==> src/rtl/fe_stage.sv <==
// Instruction-fetch stage: owns the PC, drives the instruction-memory address and
// loads the IF/DE pipeline register under redirect/stall/clear control.
module fe_stage #(
    parameter logic [31:0] RESET_PC = 32'h0000_0000,
    parameter logic [31:0] NOP_INST = 32'h0000_0013
) (
    input  logic        clk,
    input  logic        rst_n,
    input  logic        stall,
    input  logic        clr,
    input  logic        br_taken_ex,
    input  logic [31:0] br_target_ex,
    output logic [31:0] imem_addr,
    input  logic [31:0] imem_rdata,
    output logic [31:0] pc_fe,
    output logic [31:0] inst_de,
    output logic [31:0] pc_de,
    output logic [31:0] pc4_de,
    output logic        valid_de,
    output logic [31:0] fetch_count
);

    logic [31:0] pc_p0;
    logic [31:0] pc_next_seq;
    logic [31:0] br_target_aligned;

    assign pc_next_seq       = pc_p0 + 32'd4;
    assign br_target_aligned = {br_target_ex[31:2], 2'b00};
    assign imem_addr         = pc_p0;
    assign pc_fe             = pc_p0;

    // PC -> IF/DE stage boundary; redirect beats stall, stall beats clear
    always_ff @(posedge clk) begin
        if (!rst_n) begin
            pc_p0       <= RESET_PC;
            inst_de     <= NOP_INST;
            pc_de       <= 32'd0;
            pc4_de      <= 32'd0;
            valid_de    <= 1'b0;
            fetch_count <= 32'd0;
        end else if (br_taken_ex) begin
            pc_p0    <= br_target_aligned;
            inst_de  <= NOP_INST;
            valid_de <= 1'b0;
        end else if (stall) begin
            pc_p0 <= pc_p0;
        end else if (clr) begin
            pc_p0    <= pc_next_seq;
            inst_de  <= NOP_INST;
            valid_de <= 1'b0;
        end else begin
            pc_p0       <= pc_next_seq;
            inst_de     <= imem_rdata;
            pc_de       <= pc_p0;
            pc4_de      <= pc_next_seq;
            valid_de    <= 1'b1;
            fetch_count <= fetch_count + 32'd1;
        end
    end

endmodule

==> config.mk <==
export PLATFORM = sky130hd
export DESIGN_NAME = fe_stage
export DESIGN_NICKNAME = d
export VERILOG_FILES = /design/src/rtl/fe_stage.sv
export SDC_FILE = /design/constraint.sdc
export NUM_CORES = 1
export LEC_CHECK = 0
export CORE_AREA = 2 2 147 149
export CTS_BUF_LIST = sky130_fd_sc_hd__clkbuf_8
export CTS_CLUSTER_DIAMETER = 40
export DETAILED_ROUTE_END_ITERATION = 16
export DIE_AREA = 0 0 149 151
export DONT_BUFFER_PORTS = 1
export SYNTH_ARGS = -nofsm -noshare
export SYNTH_HDL_FRONTEND = slang
export SYNTH_SLANG_ARGS = --single-unit
==> constraint.sdc <==
create_clock -name clk -period 2.6 [get_ports clk]
set_clock_uncertainty 0.1 [all_clocks]
set_input_delay 0.52 -clock clk [delete_from_list [all_inputs] [get_ports clk]]
set_output_delay 0.52 -clock clk [all_outputs]
set_load 0.005 [all_outputs]
-- Yosys cells after proc, flatten, opt, wreduce, memory -nomap -nowiden
Cells that the tools add are included.
- flip-flop bits (word level): 161
- bits of input ports: 69
- output and inout bits: 193
- $add $sub $neg: 2
- equality and inequality tests: 1
- multiplexer cells: 4
- bitwise gates (word level): 4
- reduce and logical (&&, ||, !) cells: 2
- operator list (cell ; number):
    32-bit two-way mux ; 3
    32-bit by 1-bit adder with 32-bit output, second input constant ; 1
    32-bit by 3-bit adder with 32-bit output, second input constant ; 1
    1-bit NOT ; 4
    3-bit AND reduction ; 1
    2-bit by 1-bit inequality test with 1-bit output, second input constant ; 1
    2-bit OR reduction ; 1
    1-bit two-way mux ; 1

-- Depth between registers and ports, before layout
- depth after elaboration: 3
- depth in mapped cells: 6
- mapped depth without buffers: 5

-- Least setup slack after synthesis
No wires, ideal clock.
- path type: register to register
- from: reg pc_p0[2] (netlist: imem_addr[2])
- to: reg pc_p0[28] (netlist: imem_addr[28])
- arrival: 2080 ps
- required time: 2426 ps
- setup slack: 346 ps
- stages on the path, launching flop included: 7
- path buffers: 1
- path through: dfxtp_1 ha_1 nand3_1 or4_4 buf_6 or4_1 a31oi_1
- cells in the longest elaborated chain, start to end: 3
- ends and longest elaborated chain (what ; line ; source):
    from (decl) ; 23 ; logic [31:0] pc_p0;
    from (signal assigned) ; 42 ; pc_p0 <= br_target_aligned;
    from (signal assigned) ; 46 ; pc_p0 <= pc_p0;
    from (signal assigned) ; 48 ; pc_p0 <= pc_next_seq;
    32-bit by 3-bit adder with 32-bit output ; 27 ; assign pc_next_seq = pc_p0 + 32'd4;
    32-bit two-way mux ; 45 ; end else if (stall) begin
    32-bit two-way mux ; 41 ; end else if (br_taken_ex) begin
Every way passes these cells. The select of a mux whose other input is x is not followed.
A chain may end at the register's enable or synchronous reset.

-- Final worst setup path
- from: reg pc_p0[15] (netlist: imem_addr[15])
- to: reg pc4_de[23]
- cells in the longest elaborated chain, start to end: 1
- ends and longest elaborated chain (what ; line ; source):
    32-bit by 3-bit adder with 32-bit output ; 27 ;
    to (signal assigned) ; 55 ; pc4_de <= pc_next_seq;
    to (decl) ; 18 ; output logic [31:0] pc4_de,
Every way passes these cells.

==> key figures <==
Worst setup path
  • Reg2Reg Depth: 4
  • Crit path buffers/inverters: 0
  • Startpoint types: register
  • CP Class: register to register
  • R2R Setup Slk: 300 ps
  • Critical path cell sequence: nand4_1 -> or4_1 -> or3_1 -> a311oi_1
  • FF-to-FF End: pc4_de[23]
  • Worst r2r src: imem_addr[15]
  • Req. time, crit path: 2860 ps
  • Largest fanout on the critical path: 9
  • Crit end category: register
  • Top Family by Delay on Critical Path: simple AND/OR/NAND/NOR gates
  • Slowest cell on crit path: or4_1
  • Crit path largest cell delay: 640 ps
  • Worst EP arrival: 2560 ps

Floorplanning
  • # rows: 53
  • Die Area: 0.0225 mm^2
  • Core area: 0.0208 mm^2
  • Boundary pin count: 262
  • Initial Util: 0.347
  • Die Height: 151 um
  • Die Wd: 149 um

Power
  • Worst IR Drop VDD: 0.336 mV
  • Total power: 4.67 mW
  • NetSw: 1.30 mW
  • Int Power: 3.37 mW
  • Seq pwr share: 0.543
  • Leakage: 2.54 nW
  • Clock power share: 0.385
  • Power Density: 602 mW/mm^2
  • Sw Share: 0.278
  • Combinational Power Share: 0.072

Clocking
  • Post-CTS Hold Buffers: 0
  • Worst-path clk slew: 90 ps
  • Post_cts resized: 0
  • H-tree Lvls: 4
  • Post-CTS Setup Inserts: 0
  • CTS tree: yes
  • Clock sinks: 155
  • Clk root buf: clkbuf_8
  • Worst skew pair latency: 470 ps
  • Total CTS buffers: 17
  • CTS max path bufs: 2

STA
  • Total negative slack: 0 ps
  • Worst Tran Pin Value: 678 ps
  • RSZ-0062 raised after global routing: no
  • Final period utilization: 0.885
  • Final setup fails: 0
  • Tmin final: 2300 ps
  • Final hold violation count: 0
  • Max transition margin: 0.544
  • Fmax: 435 MHz
  • Hold slack: 95.6 ps
  • Final Max Slew Viols: 0

Detailed routing
  • Metal-1 WL: 9.48 mm
  • Wirelength per Cell: 19.6 um
  • Detailed Routing Iterations Pass 1: 5
  • DRT iter0 DRCs: 334
  • Post-route ant nets: 0
  • Vias per inst: 5.58
  • Routed length on met2: 10.2 mm
  • Routed wire length: 22.2 mm
  • Met3 WL post-DR: 2.08 mm
  • Vias: 6337
  • Max layer used: met4
  • DRC violations left: 0

Hold path
  • Min-delay src: imem_rdata[2]
  • Hold path endpoint: inst_de[2]
  • Min-Delay Path Depth: 2
  • Hold Path Class: input pin to register

Flow run
  • MaxCap Viol Count: 0

Placement
  • Port Buffers: 0
  • Placed cells: 1101
  • Final HPWL DP: 15.6 mm
  • RePlAce Congestion: 0.785
  • Placed inst area: 0.00738 mm^2

Yosys
  • FF+latch count, synth: 155
  • Syn_area_per_cell: 8.17 um^2
  • Synth Flop Type: dfxtp_1
  • Asr flop ratio synth: 0
  • Synth Cell Area: 0.00722 mm^2
  • Sequential-to-total area share from yosys stat: 0.430
  • Synth unique cells: 56
  • Post-Synthesis Cells: 883
  • Post-synth EDFFs: 0
  • YS warnings: 0

GRT
  • First-pass GRT wire length: 33.4 mm
  • Initial antenna violation count: 2
  • Vias in the first global route: 5742
  • Gr ovfl total: 0
  • Largest net degree at the start of global routing: 76
  • Global Route Usage Sum: 0.193

Final layout
  • Share of layout cells above drive strength 1: 0.106
  • Commonest non-fill, non-tap cells in the layout: dfxtp_1 (155), nand2_1 (111), nor2_1 (68)
  • Layout area overhead: 7.54%
  • Post-Layout Cell Count: 1135
  • # nets final: 916
  • Most common cell after layout, fill and taps aside: dfxtp_1
  • Post-Layout Inst Area: 0.00776 mm^2

Run status
  • Status: complete, no violations
## layer usage
metal / vias up / GRT usage
met5: - / 0
met4: 0 / 0.0700
met3: 27 / 0.0756
met2: 231 / 0.298
met1: 3009 / 0.243
li1: 3070 / -
## synthesized netlist by cell type (all sizes together) (9+ instances only)
cell	count	area (um^2)
a22oi	28	210
o31ai	13	97.6
nand2	111	417
a311oi	10	87.6
o21ai	55	275
a31oi	12	75.1
or4	17	131
nand4	22	144
buf	54	368
nand2b	10	62.6
and3	11	68.8
a21oi	67	335
dfxtp	155	3100
xnor2	19	166
and4	13	114
xor2	13	114
nor2	69	259
nand3	28	145
or3	19	119
inv	9	33.8
clkbuf	57	215
nor4	16	106
nor3	19	95.1
## worst register-to-register path: stages, from the launching register on
cell and delay (ps):
dfxtp_1 560, nand4_1 300, or4_1 640, or3_1 330, a311oi_1 270
## power groups by stage
| stage | Sequential [mW] | Combinational (mW) | Clock [mW] |
|---|---|---|---|
| floorplan | 2.57 | 0.306 | 0 |
| finish | 2.54 | 0.334 | 1.80 |
| global placement | 2.60 | 0.332 | 0 |
| detailed placement | 2.60 | 0.336 | 0 |
| global route | 2.55 | 0.375 | 1.96 |
| CTS | 2.54 | 0.337 | 1.85 |
## how the worst max path moves through the flow
stage / slack (ps) / start / end / cells past startpoint
final: 300 / imem_addr[15] / pc4_de[23] / 4
after global routing: 150 / imem_addr[15] / imem_addr[29] / 5
after CTS: 310 / imem_addr[15] / pc4_de[23] / 4
after detailed placement: 320 / stall / fetch_count[20] / 5
after global placement: 380 / stall / fetch_count[22] / 5
after floorplan: 350 / imem_addr[2] / imem_addr[28] / 6
## area by class of cell
type	count	area, um^2
clock inverters	14	131
multi-input cells	615	3530
flip-flops and latches	155	3100
repair buffers	47	365
inverters	9	33.8
clock buffers	18	248
diodes	2	5.00
fillers	2163	13100
well taps	275	344
## metrics by stage
step / setup WS, ps / utilization
floorplan: 346 / -
global placement: 384 / 0.354
detailed placement: 317 / 0.354
CTS: 312 / 0.372
global route: 153 / 0.373
finish: 300 / 0.373
## kinds of logic (layout without fill, tap and decap cells)
logic type / after synthesis / after routing / synth area share
AND/OR/NAND/NOR: 354 / 354 / 0.252
AO/OA/AOI/OAI: 211 / 211 / 0.179
flip-flops: 155 / 155 / 0.430
buffers and inverters: 120 / 88 / 0.0855
XOR/XNOR: 32 / 32 / 0.0388
multiplexers: 8 / 8 / 0.0111
adder cells (fa/ha/maj): 2 / 2 / 0.00347
other: 1 / 10 / 0.000520
## registers in the layout, indices dropped and copies added, names as in the netlist
signal	count
imem_addr	30
valid_de	1
pc_de	30
pc4_de	30
inst_de	32
fetch_count	32
(Power assumes the default switching activity.)
